`src/rtl/clock_divider.sv`:
```
// Integer clock divider: registered square wave on `out` at f(clk)/DIVIDE.
// The low phase takes the extra cycle when DIVIDE is odd; out rises at count LOW.
module clock_divider #(
  parameter int DIVIDE = 100_000_000,
  parameter int CNT_W  = $clog2(DIVIDE)
) (
  input  logic clk,
  input  logic rst,
  output logic out
);

  localparam int LOW = (DIVIDE + 1) / 2;

  // Refuse to build a divider that cannot produce both phases, or a mis-sized counter.
  if (DIVIDE < 2) begin : g_divide_check
    $error("clock_divider: DIVIDE must be at least 2");
  end
  if (CNT_W != $clog2(DIVIDE)) begin : g_width_check
    $error("clock_divider: CNT_W must equal $clog2(DIVIDE)");
  end

  localparam logic [CNT_W-1:0] LAST_CNT = CNT_W'(DIVIDE - 1);
  localparam logic [CNT_W-1:0] LOW_CNT  = CNT_W'(LOW);
  localparam logic [CNT_W-1:0] ONE_CNT  = CNT_W'(1);

  logic [CNT_W-1:0] cnt_q;
  logic [CNT_W-1:0] cnt_d;
  logic             out_q;
  logic             out_d;

  // out is derived from the next count so it flips on the same edge as the counter.
  always_comb begin
    cnt_d = cnt_q + ONE_CNT;
    if (cnt_q == LAST_CNT) begin
      cnt_d = '0;
    end
    out_d = (cnt_d >= LOW_CNT);
  end

  always_ff @(posedge clk) begin
    if (rst) begin
      cnt_q <= '0;
      out_q <= 1'b0;
    end else begin
      cnt_q <= cnt_d;
      out_q <= out_d;
    end
  end

  assign out = out_q;

endmodule

```
`config.mk`:
```
export PLATFORM = sky130hd
export DESIGN_NAME = clock_divider
export DESIGN_NICKNAME = d
export VERILOG_FILES = /design/src/rtl/clock_divider.sv
export SDC_FILE = /design/constraint.sdc
export NUM_CORES = 1
export LEC_CHECK = 0
export ABC_AREA = 1
export CAP_MARGIN = 40
export CORE_MARGIN = 3
export CORE_UTILIZATION = 50
export DETAILED_ROUTE_END_ITERATION = 7
export GPL_ROUTABILITY_DRIVEN = 0
export PLACE_DENSITY = 0.64
export SLEW_MARGIN = 15
export SYNTH_ARGS = -nofsm -noshare
export SYNTH_HDL_FRONTEND = slang
export SYNTH_SLANG_ARGS = --single-unit
export TNS_END_PERCENT = 1
```
`constraint.sdc`:
```
create_clock -name clk -period 2.2 [get_ports clk]
set_input_delay 0.22 -clock clk [delete_from_list [all_inputs] [get_ports clk]]
set_output_delay 0.22 -clock clk [all_outputs]
set_load 0.1 [all_outputs]
```
==> impl_metrics.toml, run 1 <==
[status]
status = "complete, no violations"

[power_and_ir_drop]
clockPowerShare_pct = 43.7
leakage_nw = 0.802
powerDensity_nw_per_um2 = 448
power.share.combinational_pct = 2.5
power_mw = 0.959
p_sw_mw = 0.195
pwr-share-seq_pct = 53.9
intPower_mw = 0.764
p_sw_share_pct = 20.3
ir_drop_mv = 0.234

[clocking]
clkTransAtPathRegs_ns = 0.10
cts_max_level = 1
cts_sinks = 28
cts_tree = "yes"
clk_latency_ns = 0.29
postCtsSetupRepairBufs = 0
cts-root-buf = "clkbuf_8"
clk_path_buf_depth = 2
cts-buffers-inserted = 3

[worst_setup_path]
cp-end-kind = "flip-flop"
rrSetupSlack_ns = 0.21
cp-start-kind = "flip-flop"
crit_fanout = 9
r2r-end = "out$_SDFF_PP0_"
reg2regPathDepth = 16
worstPathRequired_ns = 2.39
r2r_start = "cnt_q[0]$_SDFF_PP0_"
path_class = "flip-flop to flip-flop"
worstPathArrival_ns = 2.17

[sta]
period_needed_ns = 1.99
rsz0062_at_grt = "no"
finalCritPeriodShare_pct = 90.3
whs_ns = 0.493
fin_worst_skew_ns = 0.00617
hold_viol = 0
setup_viol = 0
clock.fmax_mhz = 503
slew_headroom_pct = 74.3
slew_violations = 0
setup_ws_ns = 0.213
final.setup.tns_ns = 0
worst_pin_slew_ns = 0.384

[detailed_routing]
drcViolationCount = 0
vias = 1928
avgViaCountPerCell = 5.06
drt_iter0_markers = 134
drt-wirelength-per-cell_um = 13.2
postRouteAntennaNets = 0
routed_wl_um = 5030
dr.pass1.iters = 4

[floorplanning]
io_pins = 3
row_count = 22
die_x_um = 68.7
die_height_um = 68.7
start_util_pct = 52.8
core-area_um2 = 3720
die_area_um2 = 4710

[layout]
final_common_cell = "nand2_1"
diodes = 0
fin_util_pct = 57.6
fill_cells = 370
area_growth_syn_to_layout_pct = 9.11
drive_above_1_share_pct = 15.3
mostFrequentLayoutCells = "nand2_1 (93), nor2_1 (71), inv_1 (33)"
final_nets = 337

[global_route]
use_met1_pct = 33.8
first_global_vias = 1688
met2_usage_pct = 37.8
grt_max_degree = 17
grtUsageMet3_pct = 2.92
overflow = 0
antenna_found_initial = 0
grt_pass1_wl_um = 8110
top_usage_layer = "met2"
track_usage_pct = 23.6

[logic_synthesis]
synth_area_leaders = "dfxtp_1 (29%), nand2_1 (18%), nor2_1 (14%)"
syn-num-nets = 328
synth_top_cell_by_area = "dfxtp_1"
ys_ff_latch = 28
synth_cells = 325
post_synth.cell_area_avg_um2 = 6.04
synth.yosys.warnings = 0
netlist_area_um2 = 1960
yosysSeqAreaShare_pct = 28.6
synth_cell_types = 28
synth_top_area_share_pct = 28.6

[placed_design]
io_buffers = 2
dp_hpwl_um = 4180
pre_cts_slack_ns = 0.246

[hold_path]
whs_endpoint = "cnt_q[0]$_SDFF_PP0_"
hold_start = "cnt_q[0]$_SDFF_PP0_"
hold_depth = 1
hp-class = "flip-flop to flip-flop"

[flow_run]
timing.max_cap.violations = 0
-- per-layer routing --
layer	wire length, um	part of all wire [%]
met5	0	0
met4	42	0.83
met2	2260	45
met1	2460	49
met3	270	5.4
-- power groups by stage --
stage	Clock [mW]	Combinational [mW]	Sequential, mW
after floorplan	0	0.0138	0.527
after global placement	0	0.0239	0.528
after detailed placement	0	0.0236	0.528
after CTS	0.430	0.0238	0.517
after global routing	0.440	0.0268	0.517
final	0.419	0.0236	0.516
-- how the worst max path moves through the flow --
| stage | start | end | slack, ns |
|---|---|---|---|
| after floorplan | cnt_q[0]$_SDFF_PP0_ | out$_SDFF_PP0_ | 0.45 |
| after global placement | cnt_q[1]$_SDFF_PP0_ | out$_SDFF_PP0_ | 0.28 |
| after detailed placement | cnt_q[0]$_SDFF_PP0_ | out$_SDFF_PP0_ | 0.25 |
| after CTS | cnt_q[0]$_SDFF_PP0_ | out$_SDFF_PP0_ | 0.21 |
| after global routing | cnt_q[0]$_SDFF_PP0_ | out$_SDFF_PP0_ | 0.03 |
| final | cnt_q[0]$_SDFF_PP0_ | out$_SDFF_PP0_ | 0.21 |
-- sequential cells by signal, summed over array words and instances (netlist names) --
register  flops
out           1
cnt_q        27
-- cell families (layout without fill, tap and decap cells) --
family | after synthesis | in the layout | synth area share (%)
compound gates | 9 | 9 | 2.80
xor+xnor | 6 | 6 | 2.68
fa+ha+maj | 1 | 1 | 0.637
buf+inv | 38 | 46 | 7.33
flops | 28 | 28 | 28.6
simple gates | 243 | 243 | 58.0
-- critical path, cell delays in order, from the launching register on --
cell      delay [ns]
dfxtp_1         0.41
ha_1            0.23
nand2_2         0.09
nor2_4          0.16
nand2_4         0.10
clkinv_2        0.10
nand2_4         0.07
nor2_8          0.17
nor2_1          0.09
nand2_1         0.07
nor2_1          0.04
nand2_1         0.06
nand2_1         0.05
nand2_1         0.06
nand2_1         0.04
nor2_1          0.10
nor2_1          0.04
-- synth_stat cells (all sizes together) --
cell type  instances
a21boi             2
a21oi              2
and2               1
clkbuf             2
clkinv             1
dfxtp             28
ha                 1
inv               35
nand2            103
nand3             27
nand3b             1
nand4              6
nor2              95
nor3               9
nor3b              1
o21ai              3
o21bai             2
xnor2              2
xor2               4
-- what timing repair did --
action                                  in CTS  in global routing
hold buffers                                 0                  0
endpoints found under the setup margin       0                  1
endpoints found under the hold margin        0                  0
resized for setup                            0                  2
-- final cells by class --
| class | count | area [um^2] | area share, % |
|---|---|---|---|
| Timing Repair Buffer | 6 | 47.5 | 2.22 |
| Inverter | 36 | 136 | 6.37 |
| Clock buffer | 3 | 41.3 | 1.93 |
| Clock inverter | 1 | 30.0 | 1.40 |
| Multi-Input combinational cell | 259 | 1270 | 59.1 |
| Tap cell | 48 | 60.1 | 2.80 |
| Sequential cell | 28 | 561 | 26.2 |
-- metrics by stage --
stage	cell area [um^2]	instances
floorplan	1960	325
global placement	2060	377
detailed placement	2060	377
CTS	2130	381
global route	2140	381
finish	2140	381
(Power assumes the default switching activity.)
==> inputs of run 2 (changes only) <==
--- a/config.mk
+++ b/config.mk
@@ -11,7 +11,8 @@
 export CORE_UTILIZATION = 50
 export DETAILED_ROUTE_END_ITERATION = 7
 export GPL_ROUTABILITY_DRIVEN = 0
-export PLACE_DENSITY = 0.64
+export HOLD_SLACK_MARGIN = 0.1
+export PLACE_DENSITY = 0.67
 export SLEW_MARGIN = 15
 export SYNTH_ARGS = -nofsm -noshare
 export SYNTH_HDL_FRONTEND = slang
==> constraint.sdc (replaced) <==
create_clock -name clk -period 1.8 [get_ports clk]
set_input_delay 0.18 -clock clk [delete_from_list [all_inputs] [get_ports clk]]
set_output_delay 0.18 -clock clk [all_outputs]
set_load 0.1 [all_outputs]
==> impl_metrics.toml, run 2 (synthesis results as in run 1) <==
[status]
status = "finished with violations"
violations = "negative setup slack"

[sta]
worst_pin_slew_ns = 0.298
rsz0062_at_grt = "yes"
finalCritPeriodShare_pct = 104
hold_viol = 0
whs_ns = 0.570
clock.fmax_mhz = 537
fin_worst_skew_ns = 0.00443
slew_violations = 0
slew_headroom_pct = 80.0
period_needed_ns = 1.86
setup_ws_ns = -0.0630
setup_viol = 1
final.setup.tns_ns = -0.0630

[global_route]
track_usage_pct = 25.3
first_global_vias = 1868
grt_max_degree = 17
grt_pass1_wl_um = 8870
overflow = 0
antenna_found_initial = 0

[worst_setup_path]
startpoint = "cnt_q[0]$_SDFF_PP0_"
crit_path_end = "out$_SDFF_PP0_"
worstPathRequired_ns = 1.98
crit_fanout = 6
r2r-end = "out$_SDFF_PP0_"
r2r_start = "cnt_q[0]$_SDFF_PP0_"
reg2regPathDepth = 15
rrSetupSlack_ns = -0.06
cp-end-kind = "flip-flop"
cp-start-kind = "flip-flop"
path_class = "flip-flop to flip-flop"
worstPathArrival_ns = 2.04

[placed_design]
place_area_um2 = 2270
io_buffers = 2
dp_hpwl_um = 4140
pre_cts_slack_ns = -0.0558

[layout]
fill_cells = 322
diodes = 0
fin_area_um2 = 2500
mostFrequentLayoutCells = "nand2_1 (89), nor2_1 (64), buf_4 (36)"
drive_above_1_share_pct = 28.6
regArea_um2 = 571
final_nets = 368
final_common_cell = "nand2_1"
multi_input_comb_area_um2 = 1370
area_growth_syn_to_layout_pct = 27.2
fin_util_pct = 67.2
regMostFlops = "cnt_q"
largest_reg_flops = 27

[clocking]
clk_latency_ns = 0.28
cts_sinks = 28
clkTransAtPathRegs_ns = 0.10
cts-root-buf = "clkbuf_8"
holdBufCountCts = 0
cts-buffers-inserted = 3
clk_path_buf_depth = 2
cts_max_level = 1
cts_tree = "yes"

[detailed_routing]
dr.pass1.iters = 4
routed_wl_um = 5310
avgViaCountPerCell = 5.14
drt_iter0_markers = 163
vias = 2118
postRouteAntennaNets = 0
drcViolationCount = 0
drt-wirelength-per-cell_um = 12.9

[power_and_ir_drop]
leakage_nw = 0.989
ir_drop_mv = 0.298
powerDensity_nw_per_um2 = 474

[hold_path]
hp-class = "flip-flop to flip-flop"

[floorplanning]
start_util_pct = 52.8
io_pins = 3
row_count = 22
die_height_um = 68.7
die_x_um = 68.7
die_area_um2 = 4710
core-area_um2 = 3720

[flow_run]
timing.max_cap.violations = 0
## run 2: cell types whose count changed in the layout (fill, tap and decap cells not counted), moves of 2 or more
| cell | before | now |
|---|---|---|
| nand3_4 | 0 | 2 |
| dfxtp_1 | 28 | 20 |
| nor2_1 | 71 | 64 |
| nand2_2 | 8 | 10 |
| nand2_4 | 2 | 4 |
| dfxtp_2 | 0 | 8 |
| buf_4 | 5 | 36 |
| nand2_1 | 93 | 89 |
| nor2_4 | 6 | 12 |
## run 2: worst min path at each step
stage | from | to | slack, ns | cells past startpoint
4_1_cts | cnt_q[0]$_SDFF_PP0_ | cnt_q[0]$_SDFF_PP0_ | 0.55 | 2
6_report | cnt_q[0]$_SDFF_PP0_ | cnt_q[0]$_SDFF_PP0_ | 0.57 | 2
2_1_floorplan | rst | cnt_q[2]$_SDFF_PP0_ | 0.26 | 1
5_1_grt | cnt_q[0]$_SDFF_PP0_ | cnt_q[0]$_SDFF_PP0_ | 0.59 | 2
3_3_place_gp | cnt_q[0]$_SDFF_PP0_ | cnt_q[0]$_SDFF_PP0_ | 0.52 | 2
3_5_place_dp | cnt_q[0]$_SDFF_PP0_ | cnt_q[0]$_SDFF_PP0_ | 0.53 | 2
## run 2: per-stage QoR
| stage | power [mW] | cells |
|---|---|---|
| detailed placement | 0.680 | 404 |
| CTS | 1.20 | 409 |
| global route | 1.23 | 412 |
| global placement | 0.680 | 404 |
| finish | 1.18 | 412 |
| floorplan | 0.661 | 325 |
## run 2: worst max-delay path: stages, from the launching register on
cell,delay (ns)
dfxtp_2,0.37
ha_4,0.16
nand2_4,0.06
nor2_4,0.14
nand2_4,0.11
buf_4,0.16
nor2_1,0.09
nand2_1,0.08
nand2_1,0.14
nor2_4,0.05
nand3_1,0.09
nor2_1,0.05
nand2_1,0.05
nand2_1,0.06
nor2_2,0.10
nor2_1,0.04
## run 2: metal layers
metal  global-route usage (%)  part of all wire [%]  up-vias
met5                        0                     0        -
met4                     7.20                   2.2        0
met3                     3.73                   6.9       12
met2                     39.5                    43       79
met1                     35.9                    48      941
li1                         -                     -     1086
## run 2: power by group
part | switching [mW] | total, mW | internal, mW
clock network | 0.208 | 0.506 | 0.298
registers | 0.00732 | 0.633 | 0.626
logic | 0.0244 | 0.0430 | 0.0186
total | 0.240 | 1.18 | 0.942
## run 2: timing repair
item                                    4_1_cts  5_1_grt
buffers inserted                              1        3
endpoints found under the setup margin        1        1
gates resized for setup                      17       21
pin swaps                                    10       10
## run 2: area by class of cell
cell class | instances | share of cell area [%]
Multi-Input combinational cell | 259 | 54.9
Sequential cell | 28 | 22.9
Timing Repair Buffer | 37 | 11.2
Inverter | 36 | 5.71
Tap cell | 48 | 2.41
Clock buffer | 3 | 1.65
Clock inverter | 1 | 1.20
==> inputs of run 3 (changes only) <==
--- a/config.mk
+++ b/config.mk
@@ -17,4 +17,4 @@
 export SYNTH_ARGS = -nofsm -noshare
 export SYNTH_HDL_FRONTEND = slang
 export SYNTH_SLANG_ARGS = --single-unit
-export TNS_END_PERCENT = 1
+export TNS_END_PERCENT = 100
==> results of run 3 <==
Same layout as run 2: the final DEF is identical, and so are final timing and power.
